### src/rtl/spart_pkg.sv
// rtl/spart_pkg.sv - shared SPART types and constants
// Used by transmit_control and receive_control.
package spart_pkg;

  typedef enum logic [1:0] {
    IDLE  = 2'd0,
    START = 2'd1,
    DATA  = 2'd2,
    STOP  = 2'd3
  } tx_state_t;

  localparam logic [1:0] IOADDR_DATA = 2'b00;
  localparam int         UART_DATA_W = 8;

endpackage

### src/rtl/tx_shift_register.sv
// rtl/tx_shift_register.sv - parallel-load, shift-right serialiser
// Ports: clk, rst_n (async, active-low); load/data_in capture a character;
// shift_en shifts right with zero fill; serial_out is the current LSB and
// next_out the bit that becomes the LSB after the next shift.
module tx_shift_register #(
  parameter int W = 8
) (
  input  logic         clk,
  input  logic         rst_n,
  input  logic         load,
  input  logic         shift_en,
  input  logic [W-1:0] data_in,
  output logic         serial_out,
  output logic         next_out
);

  logic [W-1:0] q;

  always_ff @(posedge clk or negedge rst_n) begin
    if (!rst_n) begin
      q <= '0;
    end else if (load) begin
      q <= data_in;
    end else if (shift_en) begin
      q <= {1'b0, q[W-1:1]};
    end
  end

  assign serial_out = q[0];
  assign next_out   = q[1];

endmodule

### src/rtl/transmit_control.sv
// rtl/transmit_control.sv - SPART transmit FIFO and 8N1 serialiser
// Ports: clk, rst_n (async, active-low); baud bit-period enable; iocs/iorw/
// ioaddr/bus_out processor write port; tbr = FIFO not full; tx_busy = frame
// on the line; txd registered serial output, idle high.
module transmit_control
  import spart_pkg::*;
#(
  parameter int DATA_W     = UART_DATA_W,
  parameter int FIFO_DEPTH = 8
) (
  input  logic              clk,
  input  logic              rst_n,
  input  logic              baud,
  input  logic              iocs,
  input  logic              iorw,
  input  logic [1:0]        ioaddr,
  input  logic [DATA_W-1:0] bus_out,
  output logic              tbr,
  output logic              tx_busy,
  output logic              txd
);

  localparam int AW    = $clog2(FIFO_DEPTH);
  localparam int CNT_W = $clog2(DATA_W);

  // FIFO: pointers carry an extra wrap bit to tell full from empty.
  logic [DATA_W-1:0] mem [FIFO_DEPTH];
  logic [AW:0]       wr_ptr, rd_ptr;
  logic              full, empty, push, pop;

  assign empty = (wr_ptr == rd_ptr);
  assign full  = (wr_ptr[AW-1:0] == rd_ptr[AW-1:0]) && (wr_ptr[AW] != rd_ptr[AW]);
  assign tbr   = ~full;
  assign push  = iocs & ~iorw & (ioaddr == IOADDR_DATA) & ~full;

  always_ff @(posedge clk or negedge rst_n) begin
    if (!rst_n) begin
      wr_ptr <= '0;
      rd_ptr <= '0;
    end else begin
      if (push) wr_ptr <= wr_ptr + 1'b1;
      if (pop)  rd_ptr <= rd_ptr + 1'b1;
    end
  end

  always_ff @(posedge clk) begin
    if (push) mem[wr_ptr[AW-1:0]] <= bus_out;
  end

  // Serialiser datapath
  logic load, shift_en, sr_bit0, sr_bit1;

  tx_shift_register #(.W(DATA_W)) u_shift (
    .clk       (clk),
    .rst_n     (rst_n),
    .load      (load),
    .shift_en  (shift_en),
    .data_in   (mem[rd_ptr[AW-1:0]]),
    .serial_out(sr_bit0),
    .next_out  (sr_bit1)
  );

  // FSM, bit counter and txd register
  tx_state_t        state, state_n;
  logic [CNT_W-1:0] bit_cnt, bit_cnt_n;
  logic             txd_n;

  always_ff @(posedge clk or negedge rst_n) begin
    if (!rst_n) begin
      state   <= IDLE;
      bit_cnt <= '0;
      txd     <= 1'b1;
    end else begin
      state   <= state_n;
      bit_cnt <= bit_cnt_n;
      txd     <= txd_n;
    end
  end

  always_comb begin
    state_n   = state;
    bit_cnt_n = bit_cnt;
    txd_n     = txd;
    pop       = 1'b0;
    load      = 1'b0;
    shift_en  = 1'b0;
    if (baud) begin
      case (state)
        IDLE: begin
          if (!empty) begin
            pop     = 1'b1;
            load    = 1'b1;
            txd_n   = 1'b0;
            state_n = START;
          end else begin
            txd_n = 1'b1;
          end
        end
        START: begin
          txd_n     = sr_bit0;
          bit_cnt_n = '0;
          state_n   = DATA;
        end
        DATA: begin
          shift_en  = 1'b1;
          bit_cnt_n = bit_cnt + 1'b1;
          if (bit_cnt == CNT_W'(DATA_W - 1)) begin
            txd_n   = 1'b1;
            state_n = STOP;
          end else begin
            // bit that becomes the LSB after this shift
            txd_n = sr_bit1;
          end
        end
        STOP: begin
          // pop straight into the next start bit: no idle gap between frames
          if (!empty) begin
            pop     = 1'b1;
            load    = 1'b1;
            txd_n   = 1'b0;
            state_n = START;
          end else begin
            txd_n   = 1'b1;
            state_n = IDLE;
          end
        end
        default: state_n = IDLE;
      endcase
    end
  end

  assign tx_busy = (state != IDLE);

endmodule

### config.mk
export PLATFORM = sky130hd
export DESIGN_NAME = transmit_control
export DESIGN_NICKNAME = d
export VERILOG_FILES = /design/src/rtl/spart_pkg.sv /design/src/rtl/tx_shift_register.sv /design/src/rtl/transmit_control.sv
export SDC_FILE = /design/constraint.sdc
export NUM_CORES = 1
export LEC_CHECK = 0
export CORE_ASPECT_RATIO = 0.6
export CORE_MARGIN = 2
export CORE_UTILIZATION = 30
export DETAILED_ROUTE_END_ITERATION = 8
export PLACE_DENSITY = 0.55
export SETUP_SLACK_MARGIN = 0.3
export SKIP_CTS_REPAIR_TIMING = 1
export SLEW_MARGIN = 30
export SYNTH_ARGS = -nofsm -noshare
export SYNTH_HDL_FRONTEND = slang
export SYNTH_SLANG_ARGS = --single-unit
### constraint.sdc
create_clock -name clk -period 3 [get_ports clk]
set_clock_uncertainty 0.2 [all_clocks]
set_input_delay 0.3 -clock clk [delete_from_list [all_inputs] [get_ports clk]]
set_output_delay 0.3 -clock clk [all_outputs]
set_load 0.02 [all_outputs]
Yosys cells after proc, flatten, opt, wreduce, memory -nomap -nowiden:

Memory sizes are Yosys's and may differ from the RTL's.
Index checks and enable logic that the tools add are counted.

* word-level logic and storage cells: 50
* input bits: 15
* memories kept: 1
* flip-flop bits (word level): 22
* RAM bits: 64
* output and inout port bits: 3

* multiplexer cells: 17
* equality and inequality tests: 9
* bitwise logic cells: 5
* reductions and logical operators: 9
* $add $sub $neg: 3

Memory list
* mem: depth 8, bits a word 8, read ports 1, clocked after Yosys merged registers in 0, write ports 1, line transmit_control.sv:27 `logic [DATA_W-1:0] mem [FIFO_DEPTH];`

Operators with widths (count)
* $mux 8: 2
* $mux 1: 10
* $add 4x1->4 const B: 2
* $pmux 2 s4: 1
* $pmux 3 s2: 1
* $reduce_bool 2->1: 3
* $eq 2x2->1 const B: 2
* $eq 4x4->1: 1
* $logic_not 2->1: 2
* $mux 2: 2
* $ne 2x2->1 const B: 2
* $add 3x1->3 const B: 1
* $and 1x1->1: 3
* $eq 3x3->1: 1
* $eq 3x3->1 const B: 1
* $pmux 1 s3: 1
* $reduce_and 3->1: 1
* $eq 2x1->1 const B: 1
* $not 1->1: 2
* $reduce_and 2->1: 1
* $reduce_or 2->1: 1
* $logic_and 1x1->1: 1
* $ne 1x1->1: 1

Depth between registers and ports, before layout:

* depth in word-level cells: 6
* depth in mapped cells: 8
* mapped depth without buffers: 6

Modules after synthesis:

From an unflattened synthesis, not the netlist that was laid out.

* cell total of the unflattened synthesis: 222
* area total of the unflattened synthesis: 3708.6 um2

Modules (own cells, without submodules)
* transmit_control: area each 3339.5 um2, sequential area each 2273.4 um2, instances 1, cells an instance 188
* tx_shift_register: area each 369.1 um2, sequential area each 200.2 um2, instances 1, cells an instance 34

Worst setup path before layout:

OpenSTA, ideal clock, no wires.

* path kind: reg2reg
* start point: register rd_ptr[0]
* end point: memory mem[0][0] (netlist name), enable pin
* path buffers: 1
* setup time: 0.395 ns
* required time: 2.405 ns
* setup slack: 0.543 ns
* clock period less this slack: 2.457 ns
* data arrival time: 1.863 ns
* cell stages (with the launch flop): 6
* cells stage by stage: dfrtp_1 -> buf_6 -> xnor2_1 -> nand4_2 -> nand2_2 -> nor4_1

* longest elaborated chain between the ends: 6

Ends and longest elaborated chain
* start: declaration: line transmit_control.sv:28 `logic [AW:0] wr_ptr, rd_ptr;`
* start signal: assignment: line transmit_control.sv:42 `if (pop) rd_ptr <= rd_ptr + 1'b1;`
* $eq 3x3->1: line transmit_control.sv:32 `assign full = (wr_ptr[AW-1:0] == rd_ptr[AW-1:0]) && (wr_ptr[AW] != rd_ptr[AW]);`
* $logic_and 1x1->1: line transmit_control.sv:32
* $not 1->1
* via tbr: line transmit_control.sv:18 `output logic tbr,`
* $and 1x1->1: line transmit_control.sv:34 `assign push = iocs & ~iorw & (ioaddr == IOADDR_DATA) & ~full;`
* $mux 1: line transmit_control.sv:47 `if (push) mem[wr_ptr[AW-1:0]] <= bus_out;`
* $mux 1 (implied by the code): line transmit_control.sv:47
* end: declaration: line transmit_control.sv:27

The timed path passes the listed nets, and every way through them passes these cells.

Worst setup path after layout:

* start point: register wr_ptr[0]
* end point: output port tbr

* longest elaborated chain between the ends: 3

Ends and longest elaborated chain
* start: declaration: line transmit_control.sv:28
* start signal: assignment: line transmit_control.sv:41 `if (push) wr_ptr <= wr_ptr + 1'b1;`
* $eq 3x3->1: line transmit_control.sv:32
* $logic_and 1x1->1: line transmit_control.sv:32
* $not 1->1: line transmit_control.sv:33 `assign tbr = ~full;`
* end: declaration: line transmit_control.sv:18

Every way passes these cells.

==> metrics <==
status finished clean; Worst Setup End Kind output pin; Std-Cell Rows 31; Setup CP Type flop to output pin; largest net degree at the start of global routing 23; Starting Density 0.308; Via Count 1,886; minimum clock period 2.48 ns; DP Wirelength 4610 um; worst reg2reg setup slack 0.64 ns; Final Core Density 0.365; reg2reg path depth 6; DP Worst Slack 0.582 ns; CP top delay family buffers and inverters; Final setup viols 0; vias in the first global route 1,939; first-pass GRT wire length 11,200 um; # nets final 268; Ys Warns 0; Post-Synth Simple-Gate Area 0.0630; Tcrit/Tclk final 0.826; Yosys top cell by area edfxtp_1; MaxCap Viol Count 0; Die ar. 13,300 um^2; layout cell share with drive strength beyond 1 0.192; Post-Syn Area 3710 um^2; share of flip-flops with an asynchronous set or reset 0.256; Cell Int Power 2.76 mW; fmax 404 MHz; NetSw 1.25 mW; switching share of power 0.311; crit path cell chain xnor2_1, nand4_2, clkdlybuf4s50_1; Clock power frac 0.297; antenna viol nets, final 0; cell count after synthesis 218; register area share after synthesis 0.667; Area Overhead vs Synth 18.6%; main area contributors after synthesis edfxtp_1 52%, dfrtp_1 14%, mux4_2 7.3%; crit path buf inv count 1; Slew headroom 0.462; mean post-synth cell area 17.0 um^2; endpoints failing hold 0; Critical Path RT 2.50 ns; post-synth net total 241; crit-path max cell delay 0.60 ns; slew at the pin closest to its max-slew limit 0.806 ns; R2R Path Start state[0]; Slowest-stage cell, CP clkdlybuf4s50_1; Synth Area in Compound Gates 0.0543; Antenna diodes 0; Clk Latency, worst-skew pair 0.33 ns; Final Max Tran Viols 0; Total Wirelength 6860 um; IO Pins 18; initial antenna violation count 0; Die Y-Extent 90.2 um; CP Launch Type flop; top post-synthesis cells by count 64 x edfxtp_1, 21 x dfrtp_1, 12 x mux4_2; Buffers on Ports 17; Max Root-Sink Buffers 2; HP Class primary input to asynchronous set/reset pin; Vias/cell 4.54; Max FO, Critical Path 9; area of the core 12,100 um^2; CTS tree yes; area share of fa/ha/maj cells after synthesis 0.0270; setup TNS 0 ns; mux share of post-synthesis cell area 0.132; Critical Path Start wr_ptr[0]; Leak Pwr 1.56 nW; largest family of logic cells by synthesized area multiplexers; Synth Flop Type edfxtp_1; clock sink count 86; Combinational Power Share 0.306; post-route cell area 4400 um^2; CTS clk-pin slew, worst paths 0.06 ns; # H-tree levels 3; EDFF count, synth 64; TritonCTS Buffers 9; # DRC 0; global-route usage over all layers 0.114; Peak VDD IR 0.362 mV; Overflow after GRT 0; CP arrival 1.98 ns; 1st-pass router iterations 4; RD Place Congestion 0.736; Yosys top cell area share 0.518; CP Depth 3; setup ws final 0.523 ns; CTS Root Cell clkbuf_16; routed wire length per instance 16.5 um; DIE WIDTH 148 um; post-synthesis cell type count 41; xor/xnor share of the synthesized area 0.0260; most frequent cell after synthesis edfxtp_1; DP Area 4080 um^2; PwrDens 910 nW/um^2; register share of total power 0.396; RSZ-0062 raised after global routing no; DRT iter0 DRCs 116; FF+latch count, synth 86
==> cell families after synthesis <==
group,count (synthesis)
xor gates and xnor gates,11
and+or+nand+nor,41
muxes,27
AOI/OAI and AO/OA,27
adders and majority gates,8
DFF,86
buffers and inverters,18
==> routing by layer <==
layer	vias to the layer above	track usage	wire length, um
li1	897	-	-
met1	948	0.180	3810
met2	34	0.144	2700
met3	7	0.0381	276
met4	0	0.0337	70
met5	-	0	0
==> state kept, by name, indices dropped and copies added, names as in the netlist <==
signal     flops
u_shift.q      8
state          2
txd            1
bit_cnt        3
rd_ptr         4
wr_ptr         4
mem           64
==> through the flow <==
| step | cells | hold WS, ns | power [mW] |
|---|---|---|---|
| 2_1_floorplan | 218 | -0.196 | 2.61 |
| 3_3_place_gp | 399 | 0.267 | 2.85 |
| 3_5_place_dp | 399 | 0.282 | 2.86 |
| 4_1_cts | 415 | 0.126 | 4.06 |
| 5_1_grt | 415 | 0.160 | 4.26 |
| 6_report | 415 | 0.122 | 4.01 |
==> cells in the final DEF (no fill, tap or decap), types with 3 or more instances in the layout <==
cell             count
clkdlybuf4s50_1     17
nor2_1               3
mux2_1               3
edfxtp_1            64
nand2b_1             4
buf_4               11
mux4_1               4
clkbuf_16            9
xnor2_1              9
a211oi_2             5
dfrtp_1             21
mux4_2              12
ha_1                 8
a21oi_1              7
nor2b_1              7
nor3_1               5
nand3_1              6
inv_1                6
o21ai_0              4
nand2_1              8
mux2i_1              8
==> path summary, 6_finish.rpt <==
path                                end
max                                 tbr
min                           wr_ptr[1]
max reg2reg                u_shift.q[0]
min reg2reg                  bit_cnt[2]
max in group asynchronous           txd
min in group clk             bit_cnt[2]
==> cell type report <==
class	count	area, um^2
clock buffer	9	225
clock inverter	7	95.1
fill	1142	7660
inverter	6	22.5
multi-input combinational	114	1130
sequential	86	2470
tap	165	206
timing repair buffer	28	253
==> power by group through the flow <==
stage | registers (mW) | clock network [mW] | logic, mW
floorplan | 1.55 | 0 | 1.06
global placement | 1.61 | 0 | 1.24
detailed placement | 1.61 | 0 | 1.25
CTS | 1.59 | 1.21 | 1.25
global route | 1.62 | 1.27 | 1.36
finish | 1.59 | 1.19 | 1.23
Note: power is estimated with default switching activity, not from simulation.
